==> src/rtl/wb_host_pkg.sv <==
// Shared types and constants for the Wishbone host sequencer.
package wb_host_pkg;

    localparam int WB_SEL_W    = 4;
    localparam int ADDR_STRIDE = 4;

    typedef enum logic [1:0] {
        IDLE = 2'd0,
        REQ  = 2'd1,
        GAP  = 2'd2,
        DONE = 2'd3
    } state_t;

endpackage

==> src/rtl/wb_host_timer.sv <==
// Clearable up-counter with a terminal-count flag, used as the per-beat ack watchdog.
module wb_host_timer #(
    parameter int           W      = 8,
    parameter logic [W-1:0] TC_VAL = '1
) (
    input  logic clk,
    input  logic reset_n,
    input  logic clear,
    input  logic en,
    output logic tc
);

    logic [W-1:0] count;

    always_ff @(posedge clk) begin
        if (!reset_n) begin
            count <= '0;
        end else if (clear) begin
            count <= '0;
        end else if (en) begin
            count <= count + W'(1);
        end
    end

    // tc marks the last cycle that may still see an ack before the host gives up.
    assign tc = (count == TC_VAL);

endmodule

==> src/rtl/wb_host_seq.sv <==
// Wishbone classic host: runs a command of single read/write beats at incrementing
// word addresses, writing a counting pattern or streaming and summing read data.
module wb_host_seq
    import wb_host_pkg::*;
#(
    parameter int AW      = 32,
    parameter int DW      = 32,
    parameter int LEN_W   = 8,
    parameter int TIMEOUT = 255
) (
    input  logic                wb_clk_i,
    input  logic                wb_rstn_i,
    input  logic                cmd_valid,
    output logic                cmd_ready,
    input  logic                cmd_we,
    input  logic [AW-1:0]       cmd_adr,
    input  logic [LEN_W-1:0]    cmd_len,
    input  logic [WB_SEL_W-1:0] cmd_sel,
    input  logic [DW-1:0]       cmd_wdata,
    output logic                wbm_cyc_o,
    output logic                wbm_stb_o,
    output logic                wbm_we_o,
    output logic [WB_SEL_W-1:0] wbm_sel_o,
    output logic [AW-1:0]       wbm_adr_o,
    output logic [DW-1:0]       wbm_dat_o,
    input  logic [DW-1:0]       wbm_dat_i,
    input  logic                wbm_ack_i,
    output logic                rd_valid,
    output logic [DW-1:0]       rd_data,
    output logic [DW-1:0]       rd_sum,
    output logic                busy,
    output logic                done,
    output logic                timeout_err
);

    localparam int            TW     = $clog2(TIMEOUT + 1);
    localparam logic [TW-1:0] TC_VAL = TW'(TIMEOUT - 1);

    state_t                state_q, state_d;
    logic                  we_q;
    logic [WB_SEL_W-1:0]   sel_q;
    logic [AW-1:0]         adr_q;
    logic [DW-1:0]         dat_q;
    logic [LEN_W-1:0]      len_q;
    logic [LEN_W-1:0]      k_q;
    logic                  in_req;
    logic                  accept;
    logic                  beat_ack;
    logic                  last_beat;
    logic                  tmr_tc;
    logic                  abort;

    assign in_req    = (state_q == REQ);
    assign accept    = (state_q == IDLE) && cmd_valid;
    assign beat_ack  = in_req && wbm_ack_i;
    assign last_beat = (k_q + LEN_W'(1)) == len_q;
    // An ack on the terminal-count cycle still completes the beat.
    assign abort     = in_req && !wbm_ack_i && tmr_tc;

    wb_host_timer #(
        .W      (TW),
        .TC_VAL (TC_VAL)
    ) u_timer (
        .clk     (wb_clk_i),
        .reset_n (wb_rstn_i),
        .clear   (!in_req),
        .en      (in_req && !wbm_ack_i),
        .tc      (tmr_tc)
    );

    // NOTE: every register here is sequential state, so it uses non-blocking
    // assignments; blocking ones would make same-edge readers order-dependent.
    always_ff @(posedge wb_clk_i) begin
        if (!wb_rstn_i) begin
            state_q <= IDLE;
        end else begin
            state_q <= state_d;
        end
    end

    // NOTE: state_d gets its default before the case so no path infers a latch.
    always_comb begin
        state_d = state_q;
        case (state_q)
            IDLE: if (cmd_valid) state_d = (cmd_len == '0) ? DONE : REQ;
            REQ: begin
                if (wbm_ack_i)   state_d = last_beat ? DONE : GAP;
                else if (tmr_tc) state_d = IDLE;
            end
            GAP:     state_d = REQ;
            DONE:    state_d = IDLE;
            default: state_d = IDLE;
        endcase
    end

    always_ff @(posedge wb_clk_i) begin
        if (!wb_rstn_i) begin
            we_q        <= 1'b0;
            sel_q       <= '0;
            adr_q       <= '0;
            dat_q       <= '0;
            len_q       <= '0;
            k_q         <= '0;
            rd_valid    <= 1'b0;
            rd_data     <= '0;
            rd_sum      <= '0;
            timeout_err <= 1'b0;
        end else begin
            rd_valid <= 1'b0;
            if (accept) begin
                we_q        <= cmd_we;
                sel_q       <= cmd_sel;
                adr_q       <= cmd_adr & ~AW'(3);
                dat_q       <= cmd_we ? cmd_wdata : '0;
                len_q       <= cmd_len;
                k_q         <= '0;
                rd_sum      <= '0;
                timeout_err <= 1'b0;
            end else if (beat_ack) begin
                k_q   <= k_q + LEN_W'(1);
                adr_q <= adr_q + AW'(ADDR_STRIDE);
                if (we_q) begin
                    dat_q <= dat_q + DW'(1);
                end else begin
                    rd_data  <= wbm_dat_i;
                    rd_valid <= 1'b1;
                    rd_sum   <= rd_sum + wbm_dat_i;
                end
            end
            if (abort) timeout_err <= 1'b1;
        end
    end

    // Bus fields are only meaningful while strobing and read as zero otherwise.
    assign wbm_cyc_o = in_req || (state_q == GAP);
    assign wbm_stb_o = in_req;
    assign wbm_we_o  = in_req && we_q;
    assign wbm_sel_o = in_req ? sel_q : '0;
    assign wbm_adr_o = in_req ? adr_q : '0;
    assign wbm_dat_o = in_req ? dat_q : '0;
    assign cmd_ready = (state_q == IDLE);
    assign busy      = (state_q != IDLE);
    assign done      = (state_q == DONE);

endmodule
==> config.mk <==
export PLATFORM = sky130hd
export DESIGN_NAME = wb_host_seq
export DESIGN_NICKNAME = d
export VERILOG_FILES = /design/src/rtl/wb_host_pkg.sv /design/src/rtl/wb_host_timer.sv /design/src/rtl/wb_host_seq.sv
export SDC_FILE = /design/constraint.sdc
export NUM_CORES = 1
export LEC_CHECK = 0
export ABC_AREA = 0
export CAP_MARGIN = 20
export CORE_MARGIN = 2
export CORE_UTILIZATION = 35
export CTS_CLUSTER_SIZE = 40
export DETAILED_ROUTE_END_ITERATION = 6
export GPL_ROUTABILITY_DRIVEN = 0
export PLACE_DENSITY = 0.69
export SLEW_MARGIN = 30
export SYNTH_ARGS = -nofsm -noshare
export SYNTH_HDL_FRONTEND = slang
export SYNTH_SLANG_ARGS = --single-unit
==> constraint.sdc <==
create_clock -name wb_clk_i -period 2.7 [get_ports wb_clk_i]
set_input_delay 0.27 -clock wb_clk_i [delete_from_list [all_inputs] [get_ports wb_clk_i]]
set_output_delay 0.27 -clock wb_clk_i [all_outputs]
set_load 0.01 [all_outputs]
==> impl_metrics.json, run 1 <==
{
  "drt_pass_1_iters": 7,
  "placement_rows": 58,
  "synthFlopType": "dfxtp_1",
  "synthTopCellsByArea": "dfxtp_1 35%, nand2_1 8.8%, a21oi_1 7.5%",
  "master_cell_of_the_clock_root_buffer": "clkbuf_16",
  "crit_path_max_fanout": 4,
  "die_width_um": 165,
  "cts.sink_count": 159,
  "crit_path_max_incr_delay_ns": 0.51,
  "worstSetupPathType": "input pin to flip-flop",
  "core_area_mm2": 0.0253,
  "netlist.area_leader.share": 0.352,
  "cp-startpoint": "wbm_dat_i[16]",
  "globalRouteOverflowTotal": 0,
  "worstMarginPinSlew_ns": 0.729,
  "leakagePower_nw": 5.11,
  "worstRegToRegCells": 10,
  "clock_latency_ns": 0.43,
  "synth_cell_type_count": 63,
  "antenna_found_initial": 0,
  "die_height_um": 165,
  "outcome": "finished, final reports clean",
  "initial_core_util": 0.358,
  "rr_startpoint": "rd_sum[16]",
  "post_synth_most_frequent_cells": "213 x nand2_1, 159 x dfxtp_1, 136 x a21oi_1, 98 x nor2_1, 68 x and2_1",
  "design_power_total_mw": 6.83,
  "grt_use_total": 0.211,
  "synth_top_cell_by_area": "dfxtp_1",
  "grt_start_max_net_pins": 52,
  "worstSetupStartpointType": "input pin",
  "clockBufferDepth": 2,
  "synth_area_mm2": 0.00905,
  "setup-violations-final": 0,
  "post-cts-setup-buffers": 0,
  "clk_pin_slew_worst_paths_ns": 0.07,
  "tritoncts": "built",
  "max_cap_viol_count": 0,
  "slew_headroom": 0.512,
  "ys_seq_elements": 159,
  "totalNegativeSetupSlack_ns": 0,
  "cp_common_cell": "o21ai_2",
  "syn_avg_cell_area_um2": 7.66,
  "period_share": 0.971,
  "critical-path-slowest-cell": "or4_1",
  "async_s_r_ff_share_synth": 0,
  "layout.cell_area.non_filler_mm2": 0.0132,
  "reg2reg_setup_slack_ns": 0.08,
  "nFillCells": 2384,
  "maxClockFrequency_ghz": 0.381,
  "ys_seq_area_frac": 0.352,
  "netlist_instances": 1181,
  "number_of_global_route_vias_before_repair": 9176,
  "timing_hold_violations_final": 0,
  "portBuffers": 248,
  "cts_made_buffers": 17,
  "kind_of_end_point_of_the_critical_path": "flip-flop",
  "min-delay-start": "wbm_dat_i[0]",
  "place_area_mm2": 0.0125,
  "vdd.ir_drop.worst_mv": 0.397,
  "dp_hpwl_mm": 21.5,
  "route.final.wire_length_mm": 29.1,
  "cts_hold_buffers": 0,
  "synth-warning-count": 0,
  "antenna_nets_post_route": 0,
  "rsz0062_at_grt": "true",
  "antenna_cells": 0,
  "path_cells": "clkdlybuf4s50_1 -> ha_1 -> buf_4 -> nand3_1 -> or4_1 -> o21ai_2 -> o21ai_1 -> o21ai_2 -> nand4_1 -> a2111oi_2 -> nand3b_1",
  "endpoint": "rd_sum[30]",
  "drt-initial-drc-count": 477,
  "htreeDepth": 4,
  "remaining_drc_errors": 0,
  "power_density_mw_per_mm2": 517,
  "post-route-min-period_ns": 2.62,
  "worst-endpoint-required_ns": 3.07,
  "synth_edf_count": 0,
  "via_count": 9427,
  "routedWlPerCell_um": 15.9,
  "slew_violations": 0,
  "vias_per_cell": 5.13,
  "critical_path.reg2reg.endpoint": "rd_sum[30]",
  "synth.most_common_cell": "nand2_1",
  "net_total_in_the_final_layout": 1648,
  "layout-drive-gt1-share": 0.116,
  "layout.core_utilization": 0.523,
  "grt_first_pass_wirelength_mm": 45.7,
  "min_path_type": "input pin to flip-flop",
  "fin_skew_ns": 0.00938,
  "syn2layout_area_growth_pct": 46.0,
  "critPathArrivalTime_ns": 2.99,
  "total_die_area_mm2": 0.0272,
  "io_pins": 253
}
-- layout by cell type (no fill, tap or decap), drive strengths merged, types with 3 or more instances in the layout --
cell	Yosys	routed
clkbuf	56	22
nor4	6	6
nand4	24	24
nor2	98	98
a211oi	39	39
or3	13	13
o21bai	4	4
dfxtp	159	159
and2	71	71
a311oi	11	11
nand2	214	214
ha	39	39
a21o	17	17
a22oi	4	4
nor3	16	16
nand3	33	33
o21a	5	5
xnor2	37	37
a21oi	136	136
a221oi	5	5
a31oi	4	4
buf	9	112
and3	23	23
inv	16	16
o21ai	54	54
clkdlybuf4s50	0	247
xor2	53	53
clkinv	0	6
o211ai	3	3
-- critical path, delay by kind of cell --
| kind | cells | cell delay, ns |
|---|---|---|
| and+or+nand+nor | 4 | 0.92 |
| AOI/OAI and AO/OA | 4 | 0.84 |
| buffers and inverters | 2 | 0.58 |
| adders and majority gates | 1 | 0.37 |
-- timing repair --
action,in CTS,in global routing
endpoints found under the setup margin,3,10
pin swaps,3,7
resized for setup,6,20
-- power breakdown --
group / switching, mW / leakage, nW / internal [mW]
Combinational: 0.875 / 3.53 / 0.811
Clock: 1.02 / 0.286 / 1.43
Sequential: 0.167 / 1.30 / 2.52
Total: 2.06 / 5.11 / 4.76
-- final cells by class --
| type | instances | area [um2] | share of cell area |
|---|---|---|---|
| Tap cell | 330 | 413 | 0.0312 |
| Inverter | 16 | 61.3 | 0.00464 |
| Multi-Input combinational cell | 941 | 5620 | 0.425 |
| Clock inverter | 9 | 109 | 0.00824 |
| Clock buffer | 22 | 474 | 0.0359 |
| Sequential cell | 159 | 3180 | 0.241 |
| Timing Repair Buffer | 360 | 3350 | 0.254 |
-- worst min-delay path by stage --
stage	slack (ns)	end	cells past startpoint
6_report	0.18	rd_data[0]	3
5_1_grt	0.18	rd_data[0]	3
4_1_cts	0.40	sel_q[0]	3
3_5_place_dp	0.44	sel_q[1]	2
3_3_place_gp	0.44	sel_q[1]	2
2_1_floorplan	0.40	dat_q[29]	2
-- sequential cells by signal, indices dropped and copies added, names as in the netlist, 2 cells and up --
name           count
state_q            2
adr_q             30
sel_q              4
rd_sum            32
dat_q             32
k_q                8
rd_data           32
len_q              8
u_timer.count      8
-- kinds of logic (layout without fill, tap and decap cells) --
logic type / Yosys count / after routing / synth area share
AO/OA/AOI/OAI: 297 / 297 / 0.198
XOR/XNOR: 90 / 90 / 0.0871
adder cells (fa/ha/maj): 40 / 40 / 0.0561
buffers and inverters: 82 / 407 / 0.0391
flip-flops: 159 / 159 / 0.352
multiplexers: 2 / 2 / 0.00221
other: 1 / 2 / 0.000414
AND/OR/NAND/NOR: 510 / 510 / 0.265
-- per-stage QoR --
stage,hold WS (ns),instances,setup slack [ns]
6_report,0.182,1837,0.0771
5_1_grt,0.180,1837,-0.141
4_1_cts,0.397,1837,0.00138
3_5_place_dp,0.444,1806,-0.588
3_3_place_gp,0.437,1806,-0.513
2_1_floorplan,0.400,1182,0.0175
-- layer usage --
layer | wire length (um) | global-route usage | part of all wire
met1 | 13100 | 0.259 | 0.45
met5 | 0 | 0 | 0
met2 | 13600 | 0.366 | 0.47
met3 | 2000 | 0.0542 | 0.069
met4 | 442 | 0.0565 | 0.015
Power figures use the tool's default switching activity.
==> inputs of run 2 (changes only) <==
--- a/config.mk
+++ b/config.mk
@@ -6,6 +6,7 @@
 export NUM_CORES = 1
 export LEC_CHECK = 0
 export ABC_AREA = 0
+export ABC_CLOCK_PERIOD_IN_PS = 2700
 export CAP_MARGIN = 20
 export CORE_MARGIN = 2
 export CORE_UTILIZATION = 35
==> results of run 2 <==
No change in the layout: final DEF, timing and power equal those of run 1.
==> patch 1: new RTL, settings of run 1 <==
`WB_SEL_W`: 4 -> 5.
--- a/src/rtl/wb_host_pkg.sv
+++ b/src/rtl/wb_host_pkg.sv
@@ -2,5 +2,5 @@
 package wb_host_pkg;
 
-    localparam int WB_SEL_W    = 4;
+    localparam int WB_SEL_W    = 5;
     localparam int ADDR_STRIDE = 4;
 
Interface: changed (resized cmd_sel and wbm_sel_o); port bits go from 253 to 255. No check against the original RTL was run, so the function may have changed too.
==> patch 1 against run 1 <==
  * Routed wire length increased by 2.9%
  * Synthesized cell count increased by 2.8%
  * First-iteration DRC count increased by 30%
  * Sequential cell count increased by 1
  * Worst setup slack improved by 48 ps
  * Cell area decreased by 0.98%
  * Power decreased by 1.1%
  * Area after synthesis increased by 2.2%
  * Clock power decreased by 4%
  * Critical path type unchanged
  * Critical endpoint is now rd_sum[24]
  * Largest cell class unchanged
  * Largest power group unchanged
==> patch 1: results (changes against run 1) <==
----------------------------------------------------
[Route]
  Number of optimization iterations in the first detailed-route pass ... 5 (-2)
  Iteration-0 DRC count of the detailed router ... 621 (+30%)
  Final routed wire length divided by cell count ... 16.3 um (+2.7%)
  Via density per instance ... 5.29 (+3.0%)
  Detail Route met2 WL ... 14100 um (+3.6%)
  Met3 routed wirelength ... 2090 um (+4.6%)
  Met1 Routed Length ... 13300 um (+1.5%)

[Clock tree]
  Gates resized, CTS repair ... 0 (-6)
  CTS Sinks ... 160 (+0.63%)
  Clock buffers created by TritonCTS ... 17 (unchanged)
  Clock latency at the later pin of the worst-skew pair ... 430 ps (about the same)

[Critical path]
  Worst r2r src ... rd_sum[0]
  Gate family responsible for the most delay along the worst path ... compound AO/OA/AOI/OAI gates
  Critical Path Source ... wbm_dat_i[0]
  Critical Path Max Stage Delay ... 500 ps
  Maximum fanout count along the critical path ... 5 (+1)
  Slowest stage cell on the critical path ... clkdlybuf4s50_1

[Global routing]
  Fraction of met3 tracks used by global routing ... 5.75% (+0.33 points)
  Global routing usage on met1 ... 26.4% (+0.51 points)
  Met2 Use GR ... 36.1% (-0.57 points)
  First-pass GRT wire length ... 48700 um (+6.5%)
  Vias in the first global route ... 9567 (+4.3%)
  GRT Total Usage ... 21.2% (+0.068 points)
  Pin count of the biggest net entering global routing ... 88 (+69%)

[STA]
  Relative slew margins ... 39.2% (-12 points)
  Post-Route Skew ... 12.2 ps (+2.81 ps)

[Placement]
  Placed wire-length estimate after detailed placement ... 22000 um (+2.3%)
  Pre-CTS setup slack ... -268 ps (+319 ps)
  Port Buffer Count ... 250 (+0.81%)

[Power and ir drop]
  Total leakage power ... 4.89 nW (-4.4%)
  Peak supply drop ... 0.309 mV (-22%)

[Cells and area]
  Fraction of final layout cells with drive strength greater than 1 ... 8.49% (-3.1 points)
  Registers with the most flip-flops ... dat_q: 32 flops, rd_data: 32 flops, rd_sum: 32 flops

[Synthesis]
  Share of synthesized area occupied by flip-flops and latches ... 34.6% (-0.55 points)
  Most frequent cells after synthesis ... nand2_1 (202), dfxtp_1 (160), a21oi_1 (144), nor2_1 (85), and2_1 (72)
  Leading cell types by total area after synthesis ... dfxtp_1 (35%), nand2_1 (8.2%), a21oi_1 (7.8%)
  Unique masters post-synth ... 68 (+7.9%)

[Min path]
  Launch instance of the worst min-delay path ... cmd_sel[3]
  Cell depth of the worst hold path ... 3 (unchanged)

[Run status]
  Status ... finished clean

----------------------------------------------------
[patch 1: cell types whose count changed in the layout (fill, tap and decap cells not counted), moves of 6 or more]
cell,change
nor4_1,+11
nor2_1,-13
inv_1,+7
nand2_1,-12
buf_4,-36
xor2_1,-8
a21oi_1,+9
nand3_1,+14
o21ai_0,+19
a211oi_2,-6
[patch 1: stage by stage]
step	cell area (um2)	total power (W)	instances	util [%]
finish	13100	0.00675	1842	50.4
CTS	13100	0.00682	1842	50.3
detailed placement	12500	0.00443	1810	48.1
floorplan	9250	0.00361	1215	-
global route	13100	0.00710	1842	50.4
global placement	12500	0.00440	1810	48.1
[patch 1: power by group]
group,switching [W],internal (W)
registers,0.000172,0.00253
logic,0.000882,0.000798
clock network,0.00114,0.00122
total,0.00220,0.00456
[patch 1: cells by family (layout without fill, tap and decap cells)]
group | Yosys count | in the layout | share of synthesized area, %
and+or+nand+nor | 522 | 522 | 27.3
adders and majority gates | 40 | 40 | 5.49
DFF | 160 | 160 | 34.6
other | 1 | 2 | 0.0405
AOI/OAI and AO/OA | 316 | 316 | 20.6
muxes | 2 | 2 | 0.216
buffers and inverters | 89 | 381 | 3.75
xor gates and xnor gates | 84 | 84 | 7.95
[patch 1: cell type report]
| cell class | instances | area (um2) |
|---|---|---|
| inverters | 24 | 90.1 |
| fillers | 2511 | 12900 |
| well taps | 335 | 419 |
| clock buffers | 17 | 425 |
| clock inverters | 15 | 146 |
| repair buffers | 325 | 3070 |
| multi-input cells | 966 | 5730 |
| flip-flops and latches | 160 | 3200 |
[patch 1: path summary, 6_finish.rpt]
check / end / slack, ps
setup / recovery: rd_sum[24] / 120
hold reg to reg: rd_data[19] / 450
hold / removal: sel_q[3] / 400
setup reg to reg: rd_sum[24] / 150
==> patch 2: new RTL, settings of run 1 <==
Without the edit above. Register the output `timeout_err` once more, with the module's reset; this adds one clock of latency there. The other outputs are not delayed to match.
--- a/src/rtl/wb_host_seq.sv
+++ b/src/rtl/wb_host_seq.sv
@@ -36,4 +36,6 @@
     localparam int            TW     = $clog2(TIMEOUT + 1);
     localparam logic [TW-1:0] TC_VAL = TW'(TIMEOUT - 1);
+
+    logic timeout_err_s0;
 
     state_t                state_q, state_d;
@@ -105,5 +107,5 @@
             rd_data     <= '0;
             rd_sum      <= '0;
-            timeout_err <= 1'b0;
+            timeout_err_s0 <= 1'b0;
         end else begin
             rd_valid <= 1'b0;
@@ -116,5 +118,5 @@
                 k_q         <= '0;
                 rd_sum      <= '0;
-                timeout_err <= 1'b0;
+                timeout_err_s0 <= 1'b0;
             end else if (beat_ack) begin
                 k_q   <= k_q + LEN_W'(1);
@@ -128,5 +130,5 @@
                 end
             end
-            if (abort) timeout_err <= 1'b1;
+            if (abort) timeout_err_s0 <= 1'b1;
         end
     end
@@ -143,3 +145,11 @@
     assign done      = (state_q == DONE);
 
+    always_ff @(posedge wb_clk_i) begin
+        if (!wb_rstn_i) begin
+            timeout_err <= '0;
+        end else begin
+            timeout_err <= timeout_err_s0;
+        end
+    end
+
 endmodule
Behaviour: same outputs for any inputs over 4 cycles, from zero or initial values and one cycle with wb_rstn_i low; that may be too few to reach the edited logic, so the function may still have changed.
==> patch 2 against run 1 <==
  * Routed wire length up 5.3%
  * Core utilization fell by 0.86 points
  * Final cell count grew 1.7%
  * Worst setup slack worse by 59 ps
  * Synthesized cell count grew 3.5%
  * Clock skew rose by 4.7 ps
  * Sequential cell count increased by 1
  * Cell area increased by 1.5%
  * Power grew 2.3%
  * Area after synthesis rose by 2.4%
  * Critical endpoint is now rd_sum[20]
==> patch 2: results (changes against run 1) <==
----------------------------------------------------
[Run status]
  Status ... finished clean

[Critical path]
  Maximum fanout count along the critical path ... 3 (-1)
  Critical Path Max Stage Delay ... 390 ps (-120 ps)
  Arrival time of the worst setup path ... 2980 ps (about the same)

[Cells and area]
  Fraction of final layout cells with drive strength greater than 1 ... 10.9% (-0.71 points)
  Final nets ... 1673 (+1.5%)
  Number of fill cells ... 2472 (+3.7%)
  Final Instance Count excl. Fillers ... 1868 (+1.7%)

[Synthesis]
  Unique masters post-synth ... 66 (+4.8%)
  Share of synthesized area occupied by flip-flops and latches ... 34.6% (-0.62 points)
  Most frequent cells after synthesis ... nand2_1 (215), dfxtp_1 (160), a21oi_1 (148), nor2_1 (95), and2_1 (72)
  Leading cell types by total area after synthesis ... dfxtp_1 (35%), nand2_1 (8.7%), a21oi_1 (8.0%)
  XOR/XNOR Fraction of Synth Area ... 7.47% (-1.2 points)
  Mux cell area share after synthesis ... 0.648% (+0.43 points)

[Power and ir drop]
  Sequential group share of total power ... 38.7% (-0.6 points)
  Total leakage power ... 5.19 nW (+1.5%)
  Internal Power ... 0.00484 W (+1.7%)
  Clk power ... 0.00254 W (+3%)
  Switching part of the total power ... 30.6% (+0.35 points)

[STA]
  Final Hold Slack ... 161 ps (-20.8 ps)
  Final period util ... 99.3% (+2.2 points)
  Post-Route Skew ... 14.1 ps (+4.71 ps)
  Relative slew margins ... 65.0% (+14 points)

[Placement]
  Placed wire-length estimate after detailed placement ... 22200 um (+3.2%)
  Cell count after placement ... 1834 (+1.6%)

[Route]
  Number of optimization iterations in the first detailed-route pass ... 5 (-2)
  Iteration-0 DRC count of the detailed router ... 618 (+30%)
  Final routed wire length divided by cell count ... 16.4 um (+3.6%)

[Global routing]
  Vias in the first global route ... 9347 (+1.9%)
  GRT Total Usage ... 21.4% (+0.28 points)
  Pin count of the biggest net entering global routing ... 68 (+31%)
  First-pass GRT wire length ... 48700 um (+6.4%)

----------------------------------------------------
==> patch 2: changes by cell type after synthesis, moves of 7 or more <==
| cell | change |
|---|---|
| a21oi_1 | +12 |
| a31oi_1 | +8 |
| nor2b_1 | +7 |
| nor3_1 | +8 |
| o21ai_0 | -11 |
| xor2_1 | -17 |
==> patch 2: area by class of cell <==
cell class	instances	share of cell area [%]
antenna	1	0.0187
clock inverter	12	1.20
tap	335	3.13
clock buffer	19	3.30
timing repair buffer	351	24.6
sequential	160	23.9
multi-input combinational	969	43.2
inverter	21	0.597
==> patch 2: final timing paths <==
kind,depth (start not counted),from,endpoint
setup / recovery,11,rd_sum[0],rd_sum[20]
hold / removal,3,wbm_dat_i[0],rd_data[0]
setup reg to reg,11,rd_sum[0],rd_sum[20]
hold reg to reg,2,rd_data[27],rd_data[27]
==> patch 2: per-layer routing <==
layer  track usage, %  wire [um]  vias up
met5                0          0        -
met3             4.44       1700       36
met2             36.9      14800      306
met1             26.9      13700     4606
met4             6.33        527        0
li1                 -          -     4855
